**src/rtl/peripheral_ram_controller.sv**
```systemverilog
`default_nettype none
// ============================================================================
// Module   : peripheral_ram_controller
// Brief    : Valid/ready request front end for a single-port synchronous RAM
//            with an in-order, credit-protected read response FIFO.
// Revision : 1.0 - initial release
// ============================================================================
module peripheral_ram_controller #(
    parameter int AW        = 10,
    parameter int DW        = 16,
    parameter int RSP_DEPTH = 4
) (
    input  logic                ram_clk,
    input  logic                ram_rst,
    input  logic                req_valid,
    output logic                req_ready,
    input  logic                req_write,
    input  logic [AW-1:0]       req_addr,
    input  logic [DW-1:0]       req_wdata,
    input  logic [DW/8-1:0]     req_be,
    output logic                rsp_valid,
    input  logic                rsp_ready,
    output logic [DW-1:0]       rsp_rdata,
    output logic [AW-1:0]       ram_addr,
    output logic [DW-1:0]       ram_din,
    output logic                ram_cen,
    output logic [DW/8-1:0]     ram_wen,
    input  logic [DW-1:0]       ram_dout
);

    localparam int c_bw = DW / 8;
    localparam int c_ow = $clog2(RSP_DEPTH + 1);
    localparam int c_pw = $clog2(RSP_DEPTH);
    localparam logic [c_ow-1:0] c_depth = c_ow'(RSP_DEPTH);
    localparam logic [c_pw-1:0] c_last  = c_pw'(RSP_DEPTH - 1);

    logic [c_ow-1:0] r_outst;
    logic            r_cen;
    logic [c_bw-1:0] r_wen;
    logic [AW-1:0]   r_addr;
    logic [DW-1:0]   r_din;
    logic            r_rd_acc;
    logic            r_rd_pend;
    logic [c_pw-1:0] r_wr_ptr;
    logic [c_pw-1:0] r_rd_ptr;
    logic [c_ow-1:0] r_count;
    logic [DW-1:0]   r_mem [0:RSP_DEPTH-1];

    logic w_accept;
    logic w_rd_acc;
    logic w_wr_acc;
    logic w_push;
    logic w_pop;

    // Credit check only: every accepted read is guaranteed a FIFO slot.
    assign req_ready = !ram_rst && (r_outst < c_depth);
    assign w_accept  = req_valid && req_ready;
    assign w_rd_acc  = w_accept && !req_write;
    assign w_wr_acc  = w_accept && req_write && (req_be != '0);
    assign w_push    = r_rd_pend;
    assign w_pop     = rsp_valid && rsp_ready;

    assign rsp_valid = (r_count != '0);
    assign rsp_rdata = rsp_valid ? r_mem[r_rd_ptr] : '0;

    assign ram_cen  = r_cen;
    assign ram_wen  = r_wen;
    assign ram_addr = r_addr;
    assign ram_din  = r_din;

    // Command stage: every RAM-facing output is a flop.
    always_ff @(posedge ram_clk or posedge ram_rst) begin
        if (ram_rst) begin
            r_cen     <= 1'b1;
            r_wen     <= '1;
            r_addr    <= '0;
            r_din     <= '0;
            r_rd_acc  <= 1'b0;
            r_rd_pend <= 1'b0;
        end else begin
            r_cen     <= !(w_rd_acc || w_wr_acc);
            r_wen     <= w_wr_acc ? ~req_be : '1;
            r_rd_acc  <= w_rd_acc;
            r_rd_pend <= r_rd_acc;
            if (w_rd_acc || w_wr_acc) begin
                r_addr <= req_addr;
            end
            if (w_wr_acc) begin
                r_din <= req_wdata;
            end
        end
    end

    always_ff @(posedge ram_clk or posedge ram_rst) begin
        if (ram_rst) begin
            r_outst <= '0;
        end else if (w_rd_acc && !w_pop) begin
            r_outst <= r_outst + 1'b1;
        end else if (!w_rd_acc && w_pop) begin
            r_outst <= r_outst - 1'b1;
        end
    end

    // Response FIFO pointers and occupancy; storage itself needs no reset.
    always_ff @(posedge ram_clk or posedge ram_rst) begin
        if (ram_rst) begin
            r_wr_ptr <= '0;
            r_rd_ptr <= '0;
            r_count  <= '0;
        end else begin
            if (w_push) begin
                r_wr_ptr <= (r_wr_ptr == c_last) ? '0 : r_wr_ptr + 1'b1;
            end
            if (w_pop) begin
                r_rd_ptr <= (r_rd_ptr == c_last) ? '0 : r_rd_ptr + 1'b1;
            end
            if (w_push && !w_pop) begin
                r_count <= r_count + 1'b1;
            end else if (!w_push && w_pop) begin
                r_count <= r_count - 1'b1;
            end
        end
    end

    always_ff @(posedge ram_clk) begin
        if (w_push) begin
            r_mem[r_wr_ptr] <= ram_dout;
        end
    end

    a_rsp_no_overflow: assert property (
        @(posedge ram_clk) disable iff (ram_rst) w_push |-> (r_count != c_depth));

endmodule
`default_nettype wire

```
**config.mk**
```make
export PLATFORM = sky130hd
export DESIGN_NAME = peripheral_ram_controller
export DESIGN_NICKNAME = d
export VERILOG_FILES = /design/src/rtl/peripheral_ram_controller.sv
export SDC_FILE = /design/constraint.sdc
export NUM_CORES = 1
export LEC_CHECK = 0
export CAP_MARGIN = 40
export CORE_ASPECT_RATIO = 1.4
export CORE_UTILIZATION = 30
export CTS_CLUSTER_SIZE = 8
export DETAILED_ROUTE_END_ITERATION = 8
export SYNTH_ARGS = -nofsm -noshare
export SYNTH_HDL_FRONTEND = slang
export SYNTH_SLANG_ARGS = --single-unit
```
**constraint.sdc**
```tcl
create_clock -name ram_clk -period 4.8 [get_ports ram_clk]
set_clock_uncertainty 0.2 [all_clocks]
set_input_delay 0.48 -clock ram_clk [delete_from_list [all_inputs] [get_ports ram_clk]]
set_output_delay 0.48 -clock ram_clk [all_outputs]
set_load 0.05 [all_outputs]
```
==> qor.txt, run 1 <==
register area = 0.002952 mm2
leakage power = 2.028 nW
overall power = 3.729 mW
CTS buffer count = 9
max_cap viols = 0
Synth Area in Compound Gates = 0.003604
DIE WIDTH = 101.6 um
WL per Instance = 14.99 um
unrepaired setup endpoints after global routing = no
die area = 0.01437 mm2
crit end category = output pin
worst min path class = flip-flop to flip-flop
Worst setup SP type = flip-flop
status = completed
nets = 380
Post-Place Cells = 493
H-tree depth = 3
Post-Synth XOR/XNOR Area = 0.01261
main combinational cell family by area after synthesis = multiplexers
share of layout cells above drive strength 1 = 0.2110
endpoints failing hold = 0
Power per Cell Area = 664.9 mW/mm2
Die Y = 141.4 um
Final setup viols = 0
DP Area = 0.005341 mm2
IO Pins = 96
Slew Viols, Final = 0
slowest CP cell = dfrtp_1
Worst Path Arrival = 2.70 ns
multi-input combinational cell area = 0.001121 mm2
Initial Util = 0.3098
CTS root buffer = clkbuf_16
worst vdd ir = 0.0003516 V
IO buf count = 95
routability cong. = 0.6670
synth unique cells = 25
hpwl dp = 5304 um
Setup TNS Final = 0 ns
Req. time, crit path = 4.12 ns
Worst-Margin Slew = 0.8720 ns
CTS tree = built
Synth Area in Adders = 0.03063
fill count = 1,226
final cycle utilization of the critical path = 0.7039
total gr overflow = 0
WP buf/inv = 2
non-filler cells, final = 509
CP top delay family = buffers and inverters
CP Max Fanout = 11
n_diodes = 0
Area growth syn-to-layout = 34.59%
Seq/Total Area, Yosys = 0.7084
Syn Area/Cell = 19.03 um2
CTS Buffer Depth = 2
worst hold slack = 0.1474 ns
DRT iter0 DRCs = 65
Design Area, Final = 0.005608 mm2
post-synthesis mux area share = 0.1748
clk sink count = 105
Post-Syn Area = 0.004166 mm2
antenna violations before repair = 0
register-to-register setup slack = 2.03 ns
final setup margin = 1.421 ns
Syn. warnings = 0
vias per inst = 4.350
Seq cells post-synth = 105
Synth Area in Simple Gates = 0.04745
Clk Latency, worst-skew pair = 0.34 ns
Core Util, Final = 0.4169
cells resized by post-CTS repair = 0
# Post-CTS Setup Buffers = 0
Post-Route WL = 7631 um
# hold bufs at CTS = 0
first-pass GRT wire length = 12,540 um
Period minus WS final = 3.379 ns
row cnt = 50
drt first pass iters = 4
Detail Route Antenna Nets = 0
Top FF cell, synth = edfxtp_1
CP cell instances = buf_8, mux4_2, and2_1, clkdlybuf4s50_1
Via Count = 2,214
Worst-path clk slew = 0.07 ns
Slew headroom = 0.4186
vias in the first global route = 2,456
Achievable Freq = 296.0 MHz
Gate Count Post-Synth = 219
largest net degree at the start of global routing = 23
critical path type = flip-flop to output pin
all-layer global routing usage = 0.1173
DRC = 0
Synth async-reset ratio = 0.3905
Core ar. = 0.01345 mm2
dpl ws = 1.701 ns
Critical Path Max Stage Delay = 0.73 ns
syn nets = 277
Post-synth EDFFs = 64
==> cells in the mapped netlist, types with 2 or more instances <==
library cell   n  area share
buf_2          2      0.0024
inv_1          7      0.0063
dfstp_2        3       0.019
fa_1           2      0.0096
nor2_1         6      0.0054
clkbuf_1       3      0.0027
buf_4          2      0.0036
and2_1        20       0.030
edfxtp_1      64        0.46
mux2_2        22       0.059
ha_1           7       0.021
o21ai_0        2      0.0024
nand2_1        4      0.0036
dfrtp_1       38        0.23
mux2_4         8       0.029
xnor2_1        2      0.0042
xor2_1         4      0.0084
mux4_2        16       0.086
==> path summary, 6_finish.rpt <==
kind,end,from,depth (start not counted)
min reg2reg,r_rd_pend,r_rd_acc,0
min,r_rd_pend,r_rd_acc,0
min in group asynchronous,ram_din[6],ram_rst,2
max reg2reg,r_outst[2],r_count[0],8
max,rsp_rdata[8],r_rd_ptr[0],4
max in group asynchronous,ram_wen[0],ram_rst,3
==> placed cells by master (no fill, tap or decap) <==
| cell | count |
|---|---|
| a21oi_1 | 1 |
| and2_1 | 20 |
| buf_4 | 3 |
| buf_6 | 1 |
| buf_8 | 2 |
| clkbuf_1 | 2 |
| clkbuf_16 | 9 |
| clkbuf_8 | 1 |
| clkdlybuf4s50_1 | 95 |
| clkinv_1 | 2 |
| clkinv_2 | 1 |
| clkinvlp_4 | 1 |
| dfrtp_1 | 38 |
| dfstp_2 | 3 |
| edfxtp_1 | 64 |
| fa_1 | 2 |
| ha_1 | 7 |
| inv_1 | 7 |
| mux2_2 | 22 |
| mux2_4 | 8 |
| mux4_2 | 16 |
| nand2_1 | 4 |
| nand3_1 | 1 |
| nor2_1 | 6 |
| nor3b_2 | 1 |
| o21ai_0 | 2 |
| or3_1 | 1 |
| or3b_4 | 1 |
| xnor2_1 | 2 |
| xor2_1 | 4 |
==> layer usage <==
metal	vias to the layer above	global-route usage	part of all wire
li1	1017	-	-
met1	1104	0.1393	0.42
met2	83	0.1899	0.49
met3	10	0.04089	0.071
met4	0	0.05263	0.018
met5	-	0	0
==> sequential cells by signal, summed over array words and instances (netlist names), 2 cells and up <==
signal and count:
r_count 3, r_mem 64, r_outst 3, r_rd_ptr 2
r_wr_ptr 2, ram_addr 10, ram_din 16, ram_wen 2
==> power by group <==
| group | switching, mW | internal [mW] |
|---|---|---|
| sequential | 0.155 | 1.14 |
| clock | 0.302 | 0.362 |
| combinational | 1.04 | 0.727 |
| total | 1.50 | 2.23 |
==> cell families (layout without fill, tap and decap cells) <==
kind of cell               after synthesis  in the layout
AOI/OAI and AO/OA                        3              3
xor gates and xnor gates                 6              6
adders and majority gates                9              9
buffers and inverters                   16            124
DFF                                    105            105
muxes                                   46             46
and+or+nand+nor                         34             34
==> area by class of cell <==
class | instances | share of cell area
Timing Repair Buffer | 101 | 0.1809
Sequential cell | 105 | 0.5263
Tap cell | 182 | 0.04061
Clock inverter | 4 | 0.003570
Clock buffer | 12 | 0.04395
Multi-Input combinational cell | 98 | 0.1999
Inverter | 7 | 0.004685
Power figures use the tool's default switching activity.
==> run 2, diff against run 1 <==
- clock period: 4.8 -> 2.95 ns (I/O delays scaled with it)
==> qor.txt, run 2 (synthesis gave the netlist of run 1 again) <==
status = completed
routability cong. = 0.6848
IO buf count = 95
worst vdd ir = 0.0006161 V
Sw Pwr = 2.473 mW
cells resized by post-CTS repair = 0
Via Count = 2,213
Post-Route WL = 7514 um
Design Area, Final = 0.005649 mm2
share of layout cells above drive strength 1 = 0.2810
clk sink count = 105
endpoints failing hold = 0
Setup TNS Final = 0 ns
nets = 384
total gr overflow = 0
Detail Route Antenna Nets = 0
Final setup viols = 0
DRT iter0 DRCs = 50
vias in the first global route = 2,430
sequential share of power = 0.334
IO Pins = 96
register with the most flip-flops = r_mem
DP Area = 0.005345 mm2
Worst setup SP type = flip-flop
DRC = 0
Req. time, crit path = 2.46 ns
row cnt = 50
Die Y = 141.4 um
worst hold slack = 0.1483 ns
antenna violations before repair = 0
clock power share = 0.194
n_diodes = 0
H-tree depth = 3
CTS Buffer Depth = 2
final setup margin = 0.3780 ns
most frequent cells in the layout = 79 x clkdlybuf4s50_1, 64 x edfxtp_1, 38 x dfrtp_1
drt first pass iters = 6
all-layer global routing usage = 0.1138
worst min path class = primary input to async pin
Worst Path Arrival = 2.08 ns
leakage power = 2.082 nW
vias per inst = 4.314
max reg flops = 64
sw frac = 0.4018
P_int = 3.682 mW
CP Max Fanout = 17
WL per Instance = 14.65 um
Worst-path clk slew = 0.07 ns
Area growth syn-to-layout = 35.59%
Worst-Margin Slew = 0.5246 ns
Power per Cell Area = 1090 mW/mm2
final cycle utilization of the critical path = 0.8719
critical path type = flip-flop to output pin
largest net degree at the start of global routing = 31
DIE WIDTH = 101.6 um
Slew headroom = 0.6492
most common cell after layout, fill and taps aside = clkdlybuf4s50_1
Slew Viols, Final = 0
Initial Util = 0.3098
Achievable Freq = 388.8 MHz
hpwl dp = 5244 um
Clk Latency, worst-skew pair = 0.34 ns
dpl ws = 0.2843 ns
die area = 0.01437 mm2
max_cap viols = 0
Core ar. = 0.01345 mm2
# hold bufs at CTS = 0
first-pass GRT wire length = 12,020 um
CTS root buffer = clkbuf_16
unrepaired setup endpoints after global routing = no
CTS tree = built
# Post-CTS Setup Buffers = 0
Period minus WS final = 2.572 ns
Combinational Power Share = 0.472
CTS buffer count = 9
crit end category = output pin
[run 2: cell types whose count changed in the layout (fill, tap and decap cells not counted), moves of 2 or more]
cell and delta:
inv_6 +2, buf_4 +20, clkinv_1 -2, clkinvlp_4 +2, buf_12 +2, clkdlybuf4s50_1 -16
clkbuf_1 -2
[run 2: final timing paths]
path                       startpoint          end  slack [ns]  cells after the start
max reg2reg                r_count[0]   r_count[2]        0.57                      8
min in group ram_clk         r_rd_acc    r_rd_pend        0.16                      0
min reg2reg                  r_rd_acc    r_rd_pend        0.16                      0
max in group asynchronous     ram_rst   ram_wen[0]        1.81                      3
max                        r_count[0]    rsp_valid        0.38                      3
min                           ram_rst  ram_addr[6]        0.15                      2
[run 2: critical path, stage by stage, from the launching register on]
cell,delay [ns]
dfrtp_1,0.42
or3_1,0.40
buf_4,0.21
clkdlybuf4s50_1,0.71
[run 2: cell type report]
cell class	instances	area (um2)
fillers	1249	7801
flip-flops and latches	105	2952
multi-input cells	98	1121
repair buffers	105	1018
well taps	182	227.7
clock buffers	9	225.2
clock inverters	7	78.83
inverters	7	26.28
[run 2: power by group through the flow]
stage	combinational, mW	sequential (mW)	clock [mW]
finish	2.90	2.06	1.20
detailed placement	2.95	2.08	0
global placement	2.91	2.08	0
CTS	2.95	2.07	1.24
floorplan	1.42	2.69	0
global route	3.07	2.10	1.30
[run 2: metal layers]
metal,track usage,share of wire
met1,0.1240,0.40
met2,0.1899,0.50
met3,0.04729,0.074
met4,0.05339,0.017
met5,0,0
[run 2: metrics by stage]
stage / cells / util / total power, mW
final: 513 / 0.4200 / 6.156
after global routing: 513 / 0.4200 / 6.464
after CTS: 513 / 0.4200 / 6.263
after detailed placement: 497 / 0.3974 / 5.032
after global placement: 496 / 0.3963 / 4.989
after floorplan: 219 / - / 4.106
